**src/rtl/fifo_wr_arbiter.sv**
```systemverilog
// Round-robin, burst-locked arbiter sharing one synchronous FIFO write port
// between N_REQ producers; aborts a burst that stalls on a full FIFO too long.
module fifo_wr_arbiter #(
  parameter int unsigned N_REQ       = 4,
  parameter int unsigned DW          = 8,
  parameter int unsigned MAX_BURST   = 8,
  parameter int unsigned STALL_LIMIT = 16
) (
  input  logic                clk,
  input  logic                rst,
  input  logic [N_REQ-1:0]    req,
  input  logic [N_REQ*DW-1:0] req_data,
  input  logic [N_REQ-1:0]    req_last,
  output logic [N_REQ-1:0]    gnt,
  output logic [N_REQ-1:0]    ack,
  input  logic                fifo_full,
  output logic                fifo_wr_en,
  output logic [DW-1:0]       fifo_din,
  output logic                stall_abort,
  output logic [15:0]         beats_total
);

  localparam int unsigned IW = (N_REQ > 1) ? $clog2(N_REQ) : 1;
  localparam int unsigned CW = 8;
  localparam int unsigned TW = 16;

  typedef enum logic {
    ST_IDLE  = 1'b0,
    ST_BURST = 1'b1
  } state_t;

  state_t          r_state;
  state_t          w_state_n;
  logic [IW-1:0]   r_owner;
  logic [IW-1:0]   w_owner_n;
  logic [N_REQ-1:0] r_gnt;
  logic [N_REQ-1:0] w_gnt_n;
  logic [CW-1:0]   r_beat_cnt;
  logic [CW-1:0]   w_beat_cnt_n;
  logic [CW-1:0]   r_stall_cnt;
  logic [CW-1:0]   w_stall_cnt_n;
  logic            r_stall_abort;
  logic            w_abort_n;
  logic [TW-1:0]   r_beats_total;
  logic [TW-1:0]   w_total_n;

  logic [IW-1:0]   w_pick;
  logic            w_found;
  logic [DW-1:0]   w_slice;
  logic            w_beat;
  logic            w_release;
  logic [CW-1:0]   w_beat_cnt_inc;
  logic [CW-1:0]   w_stall_cnt_inc;

  assign gnt             = r_gnt;
  assign stall_abort     = r_stall_abort;
  assign beats_total     = r_beats_total;
  assign w_beat_cnt_inc  = r_beat_cnt + CW'(1);
  assign w_stall_cnt_inc = r_stall_cnt + CW'(1);

  // Round-robin scan starting just after the last owner, wrapping at N_REQ.
  always_comb begin : arb_pick
    int unsigned idx;
    w_pick  = r_owner;
    w_found = 1'b0;
    idx     = 0;
    for (int unsigned k = 1; k <= N_REQ; k++) begin
      idx = (32'(r_owner) + k) % N_REQ;
      if (!w_found && req[IW'(idx)]) begin
        w_found = 1'b1;
        w_pick  = IW'(idx);
      end
    end
  end

  // Owner's data slice selected with constant part-selects.
  always_comb begin : owner_slice
    w_slice = '0;
    for (int unsigned i = 0; i < N_REQ; i++) begin
      if (IW'(i) == r_owner) begin
        w_slice = req_data[i*DW +: DW];
      end
    end
  end

  always_comb begin : next_state
    w_state_n     = r_state;
    w_owner_n     = r_owner;
    w_gnt_n       = r_gnt;
    w_beat_cnt_n  = r_beat_cnt;
    w_stall_cnt_n = r_stall_cnt;
    w_abort_n     = 1'b0;
    w_total_n     = r_beats_total;
    w_release     = 1'b0;
    w_beat        = 1'b0;
    ack           = '0;
    fifo_wr_en    = 1'b0;
    fifo_din      = '0;

    case (r_state)
      ST_IDLE: begin
        if (w_found) begin
          w_owner_n = w_pick;
          w_gnt_n   = N_REQ'(1) << w_pick;
          w_state_n = ST_BURST;
        end
      end

      ST_BURST: begin
        w_beat = req[r_owner] & ~fifo_full;
        if (w_beat) begin
          fifo_wr_en    = 1'b1;
          fifo_din      = w_slice;
          ack[r_owner]  = 1'b1;
          w_beat_cnt_n  = w_beat_cnt_inc;
          w_total_n     = r_beats_total + TW'(1);
          w_stall_cnt_n = '0;
          if (req_last[r_owner] || (w_beat_cnt_inc == CW'(MAX_BURST))) begin
            w_release = 1'b1;
          end
        end else if (!req[r_owner]) begin
          w_release = 1'b1;
        end else if (w_stall_cnt_inc == CW'(STALL_LIMIT)) begin
          // Owner stuck behind a full FIFO: give the port to someone else.
          w_release = 1'b1;
          w_abort_n = 1'b1;
        end else begin
          w_stall_cnt_n = w_stall_cnt_inc;
        end

        if (w_release) begin
          w_state_n     = ST_IDLE;
          w_gnt_n       = '0;
          w_beat_cnt_n  = '0;
          w_stall_cnt_n = '0;
        end
      end

      default: begin
        w_state_n = ST_IDLE;
        w_gnt_n   = '0;
      end
    endcase
  end

  // r_owner doubles as the last-owner pointer while idle.
  always_ff @(posedge clk) begin : state_reg
    if (rst) begin
      r_state       <= ST_IDLE;
      r_owner       <= IW'(N_REQ - 1);
      r_gnt         <= '0;
      r_beat_cnt    <= '0;
      r_stall_cnt   <= '0;
      r_stall_abort <= 1'b0;
      r_beats_total <= '0;
    end else begin
      r_state       <= w_state_n;
      r_owner       <= w_owner_n;
      r_gnt         <= w_gnt_n;
      r_beat_cnt    <= w_beat_cnt_n;
      r_stall_cnt   <= w_stall_cnt_n;
      r_stall_abort <= w_abort_n;
      r_beats_total <= w_total_n;
    end
  end

endmodule

```
**config.mk**
```make
export PLATFORM = sky130hd
export DESIGN_NAME = fifo_wr_arbiter
export DESIGN_NICKNAME = d
export VERILOG_FILES = /design/src/rtl/fifo_wr_arbiter.sv
export SDC_FILE = /design/constraint.sdc
export NUM_CORES = 1
export LEC_CHECK = 0
export CAP_MARGIN = 20
export CORE_MARGIN = 3
export CORE_UTILIZATION = 50
export CTS_BUF_LIST = sky130_fd_sc_hd__clkbuf_8
export CTS_CLUSTER_DIAMETER = 150
export DETAILED_ROUTE_END_ITERATION = 7
export PLACE_DENSITY = 0.93
export SLEW_MARGIN = 30
export SYNTH_ARGS = -nofsm -noshare
export SYNTH_HDL_FRONTEND = slang
export SYNTH_SLANG_ARGS = --single-unit
```
**constraint.sdc**
```tcl
create_clock -name clk -period 6 [get_ports clk]
set_input_delay 0.9 -clock clk [delete_from_list [all_inputs] [get_ports clk]]
set_output_delay 0.9 -clock clk [all_outputs]
set_load 0.01 [all_outputs]
```
---- Yosys cells after proc, flatten, opt, wreduce, memory -nomap -nowiden ----
Cells that the tools add are included.
word-level totals
  output and inout bits ................... 34
  logic and storage cells ................. 99
  bits in registers ....................... 40
cells by class
  reduce and logical (&&, ||, !) cells .... 17
  $add $sub $neg .......................... 7
  equal/unequal tests ..................... 8
  shift operators ......................... 1
  bitwise gates (word level) .............. 4
  mux-type cells .......................... 49
  $lt $le $gt $ge ......................... 6
operators by type and width
  kind                                                                           count
  8-bit 2-to-1 mux                                                               12
  1-bit 2-to-1 mux                                                               20
  16-bit by 1-bit adder with 16-bit output (second input constant)               1
  8-bit by 1-bit adder with 8-bit output (second input constant)                 2
  4-bit 2-to-1 mux                                                               4
  2-bit by 3-bit less-than comparator with 1-bit output (second input constant)  5
  1-bit binary-select mux with 2-bit select                                      6
  8-bit by 4-bit == test with 1-bit output (second input constant)               1
  8-bit by 5-bit == test with 1-bit output (second input constant)               1
  2-bit 2-to-1 mux                                                               4
  4-bit one-hot mux with 2 select lines                                          1
  2-bit AND reduction                                                            4
  2-bit by 1-bit adder with 2-bit output (second input constant)                 2
  2-bit adder (second input constant)                                            2
  2-bit == test (first input constant)                                           2
  1-bit logical AND                                                              4
  4-bit OR reduction                                                             1
  1-bit by 2-bit left shift with 4-bit output (first input constant)             1
  1-bit logical NOT                                                              3
  3-bit by 2-bit inequality test with 1-bit output (second input constant)       1
  1-bit inverter                                                                 3
  3-bit AND reduction                                                            1
  3-bit nonzero test                                                             1
  1-bit demux with 2-bit select                                                  1
  other kinds (9)                                                                9

---- Depth between registers and ports, before layout ----
  word-level depth ........................ 16
  gate-level depth with buffers ........... 10
  depth with buffers taken out ............ 8

---- Least setup slack after synthesis ----
Ideal clock, no wire load.
  path kind ............................... input to output
  from .................................... input port req[3]
  to ...................................... output port ack[0]
  path buffers ............................ 2
  stages .................................. 6
  data arrival time ....................... 2.127 ns
  data required time ...................... 5.100 ns
  setup slack ............................. 2.973 ns
  path through ............................ buf_2 > mux4_2 > nand3b_1 > inv_2 > clkbuf_1 > and2_1
between the ends
  cells in the longest elaborated chain, start to end .. 5
ends and longest elaborated chain
  element                                    RTL line  RTL
  start, declared                            11        input logic [N_REQ-1:0] req,
  1-bit binary-select mux with 2-bit select  110       w_beat = req[r_owner] & ~fifo_full;
  1-bit 2-to-1 mux (not written as such)     110
  1-bit AND                                  110
  4-bit 2-to-1 mux                           111       if (w_beat) begin
  4-bit 2-to-1 mux                           100       case (r_state)
  end, declared                              15        output logic [N_REQ-1:0] ack,
Every way passes these cells. The select of a mux whose other input is x is not followed.

---- Final worst setup path ----
  from .................................... input port req[1]
  to ...................................... output port ack[3]
The elaborated chain is that of the path after synthesis.

==> summary.txt <==
Setup path
  – Critical-path cell list: clkdlybuf4s50_1 -> mux4_2 -> nand3b_1 -> inv_2 -> and2_1 -> clkdlybuf4s50_1
  – Setup CP Type: input port to output pin
  – Most used cell, CP: clkdlybuf4s50_1
  – Startpoint types: input port
  – Buf/Inv on CP: 3
  – Cell family with most CP delay: buffers and inverters
  – Critical path data arrival time: 3.33 ns
  – Critical path capture point type: output pin
  – CP Max Fanout: 12
  – Required time worst endpoint: 5.10 ns
  – Critical Path Max Stage Delay: 0.56 ns
  – Slowest-stage cell, CP: clkdlybuf4s50_1
  – Reg2reg path depth: 7
  – Critical path depth: 6

Drt
  – Drt first pass iters: 5
  – DR DRC count: 0
  – Total number of vias: 2,706
  – Vias per cell: 5.90
  – Routed Antenna Nets: 0
  – Average wire per cell in the routed design: 14.9 µm
  – Initial drt markers: 234
  – Final WL: 6.82 mm

CTS
  – Clk sink count: 40
  – CTS Buffer Depth: 2
  – Post-CTS Setup Bufs: 0
  – Root Driver: clkbuf_8
  – CTS buffer count: 5
  – Worst-path clk slew: 0.07 ns
  – Post_cts resized: 0
  – Clock Latency Late Sink: 0.30 ns
  – CTS tree: done
  – Hold buffer count at CTS: 0
  – H-tree levels: 2

Timing
  – Final Hold Vio Count: 0
  – Endpoints failing setup: 0
  – Final min period: 4.23 ns
  – Relative slew slack: 52.9%
  – Period utilisation layout: 70.5%
  – Final worst setup slack: 1.77 ns
  – TNS Setup: 0 ns
  – Fin. max-slew vios: 0
  – RSZ-0062 raised after global routing: false
  – Max Clock Skew: 0.00686 ns
  – F_max: 0.236 GHz
  – Slew at the pin closest to its max-slew limit: 0.699 ns

Min path
  – Worst Hold Depth: 1
  – Hold crit path type: register to register

Floorplan
  – Core area: 4880 µm²
  – Die Width: 78.4 µm
  – Die ar.: 6150 µm²
  – Initial core utilization: 53.7%
  – I/O Pins: 77
  – # rows: 25
  – Die H: 78.4 µm

Power
  – Worst vdd ir: 0.193 mV
  – Leak: 1.27 nW
  – Clock power share: 19.6%
  – Power, Total: 0.924 mW
  – Register share of total power: 35.4%
  – Switch Pwr: 0.350 mW
  – Sw Share: 37.9%
  – Power per cell area: 267 nW/µm²
  – Int Power: 0.574 mW
  – Share of power burned in combinational logic: 45.1%

GRT
  – First-pass GRT wire length: 11.6 mm
  – GR Overflow Total: 0
  – GRT Total Usage: 23.1%
  – Number of global-route vias before repair: 2,581
  – Largest net degree at the start of global routing: 35
  – Initial antenna violation count: 0

Synthesis
  – Most frequent cell after synthesis: a21oi_1
  – Seq cells post-synth: 40
  – Average cell area after synthesis: 7.97 µm²
  – Post-synth cell types: 60
  – Syn_nets: 380
  – Seq/Total Area, Yosys: 30.5%
  – Top cells by count, synth: 44 x a21oi_1, 40 x dfxtp_1, 37 x nor2_1, 33 x nand2_1, 13 x clkbuf_1
  – Cell taking the most area after synthesis: dfxtp_1
  – Share of the synthesized area in the top cell type: 30.5%
  – Yosys warns: 0
  – Synth Flop Type: dfxtp_1
  – Synth Cell Area: 2620 µm²
  – Synth Instances: 329
  – Number of synthesized flops with an enable pin: 0
  – Synth top area cells: dfxtp_1 31%, a21oi_1 8.4%, nor2_1 5.3%
  – Asr flop ratio synth: 0%

Run status
  – Outcome: finished, final reports clean

Placement
  – DP Wirelength: 4.96 mm
  – I/O Buffers: 76
  – GPL Wtd Cong: 0.862
  – Pre-CTS WS: 1.79 ns
  – Inst Count DP: 451

Final layout
  – Final cell count without fillers: 459
  – Total of fill cells in the finished design: 384
  – Layout Area Growth over Synthesis: 32.1%
  – ANT cells: 0
  – Fin util: 71.0%
  – Fin nets: 442
  – Fraction of layout cells with a size suffix above 1: 7.14%

Flow run
  – Max Cap Viol: 0
[power by group through the flow]
stage / logic, mW / registers [mW] / clock network [mW]
floorplan: 0.301 / 0.316 / 0
CTS: 0.418 / 0.326 / 0.181
finish: 0.416 / 0.327 / 0.181
detailed placement: 0.412 / 0.331 / 0
global placement: 0.403 / 0.331 / 0
global route: 0.467 / 0.332 / 0.193
[state kept, by name, summed over array words and instances (netlist names)]
signal       count
r_stall_cnt      8
gnt              4
r_state          1
beats_total     16
r_owner          2
r_beat_cnt       8
stall_abort      1
[kinds of logic after synthesis]
family | after synthesis | share of synthesized area (%)
adders and majority gates | 8 | 3.82
xor gates and xnor gates | 16 | 5.34
buffers and inverters | 27 | 4.58
and+or+nand+nor | 140 | 28.0
DFF | 40 | 30.5
muxes | 13 | 7.06
AOI/OAI and AO/OA | 85 | 20.7
[worst paths after layout]
path | start | to | slack, ns
worst max-delay path | req[1] | ack[3] | 1.77
worst min-delay path | gnt[3]$_SDFFE_PP0P_ | gnt[3]$_SDFFE_PP0P_ | 0.48
worst max register to register | r_owner[0]$_SDFFE_PP1P_ | beats_total[15]$_SDFFE_PP0P_ | 2.97
worst min register to register | gnt[3]$_SDFFE_PP0P_ | gnt[3]$_SDFFE_PP0P_ | 0.48
[routing by layer]
layer	global-route usage, %	share of wire (%)	up-vias
li1	-	-	1307
met1	27.4	41	1271
met2	41.4	50	112
met3	5.62	6.9	16
met4	6.64	1.9	0
met5	0	0	-
[final cells by class]
cell class,count,area [µm²],share of cell area [%]
Inverter,5,18.8,0.542
Clock buffer,6,82.6,2.38
Timing Repair Buffer,77,768,22.2
Multi-Input combinational cell,262,1700,49.1
Sequential cell,40,801,23.1
Clock inverter,2,7.51,0.217
Tap cell,67,83.8,2.42
[cell usage in the layout (no fill, tap or decap), types with 5 or more instances in the layout]
| cell type | count |
|---|---|
| a21o_1 | 6 |
| and2_1 | 5 |
| clkbuf_8 | 6 |
| o21ai_0 | 10 |
| xor2_1 | 12 |
| mux2i_1 | 5 |
| nand3_1 | 11 |
| nand2_1 | 33 |
| ha_1 | 8 |
| inv_1 | 6 |
| a21oi_1 | 44 |
| and3_1 | 7 |
| nand2b_1 | 5 |
| or3_1 | 5 |
| clkdlybuf4s50_1 | 76 |
| nand4_1 | 5 |
| nor2_1 | 37 |
| dfxtp_1 | 40 |
| nand3b_1 | 9 |
[through the flow]
step                      instance area, µm²  hold slack [ns]
final                                   3460            0.478
after global routing                    3460            0.501
after CTS                               3460            0.477
after detailed placement                3370            0.456
after global placement                  3370            0.458
after floorplan                         2620            0.457
[worst register-to-register path, cell delays in order, from the launching register on]
cell	delay [ns]
dfxtp_1	0.75
mux4_2	0.36
nand3b_1	0.38
inv_2	0.35
and4_1	0.43
nand3_2	0.18
or3_1	0.38
a21oi_1	0.15
Note: power is estimated with default switching activity, not from simulation.
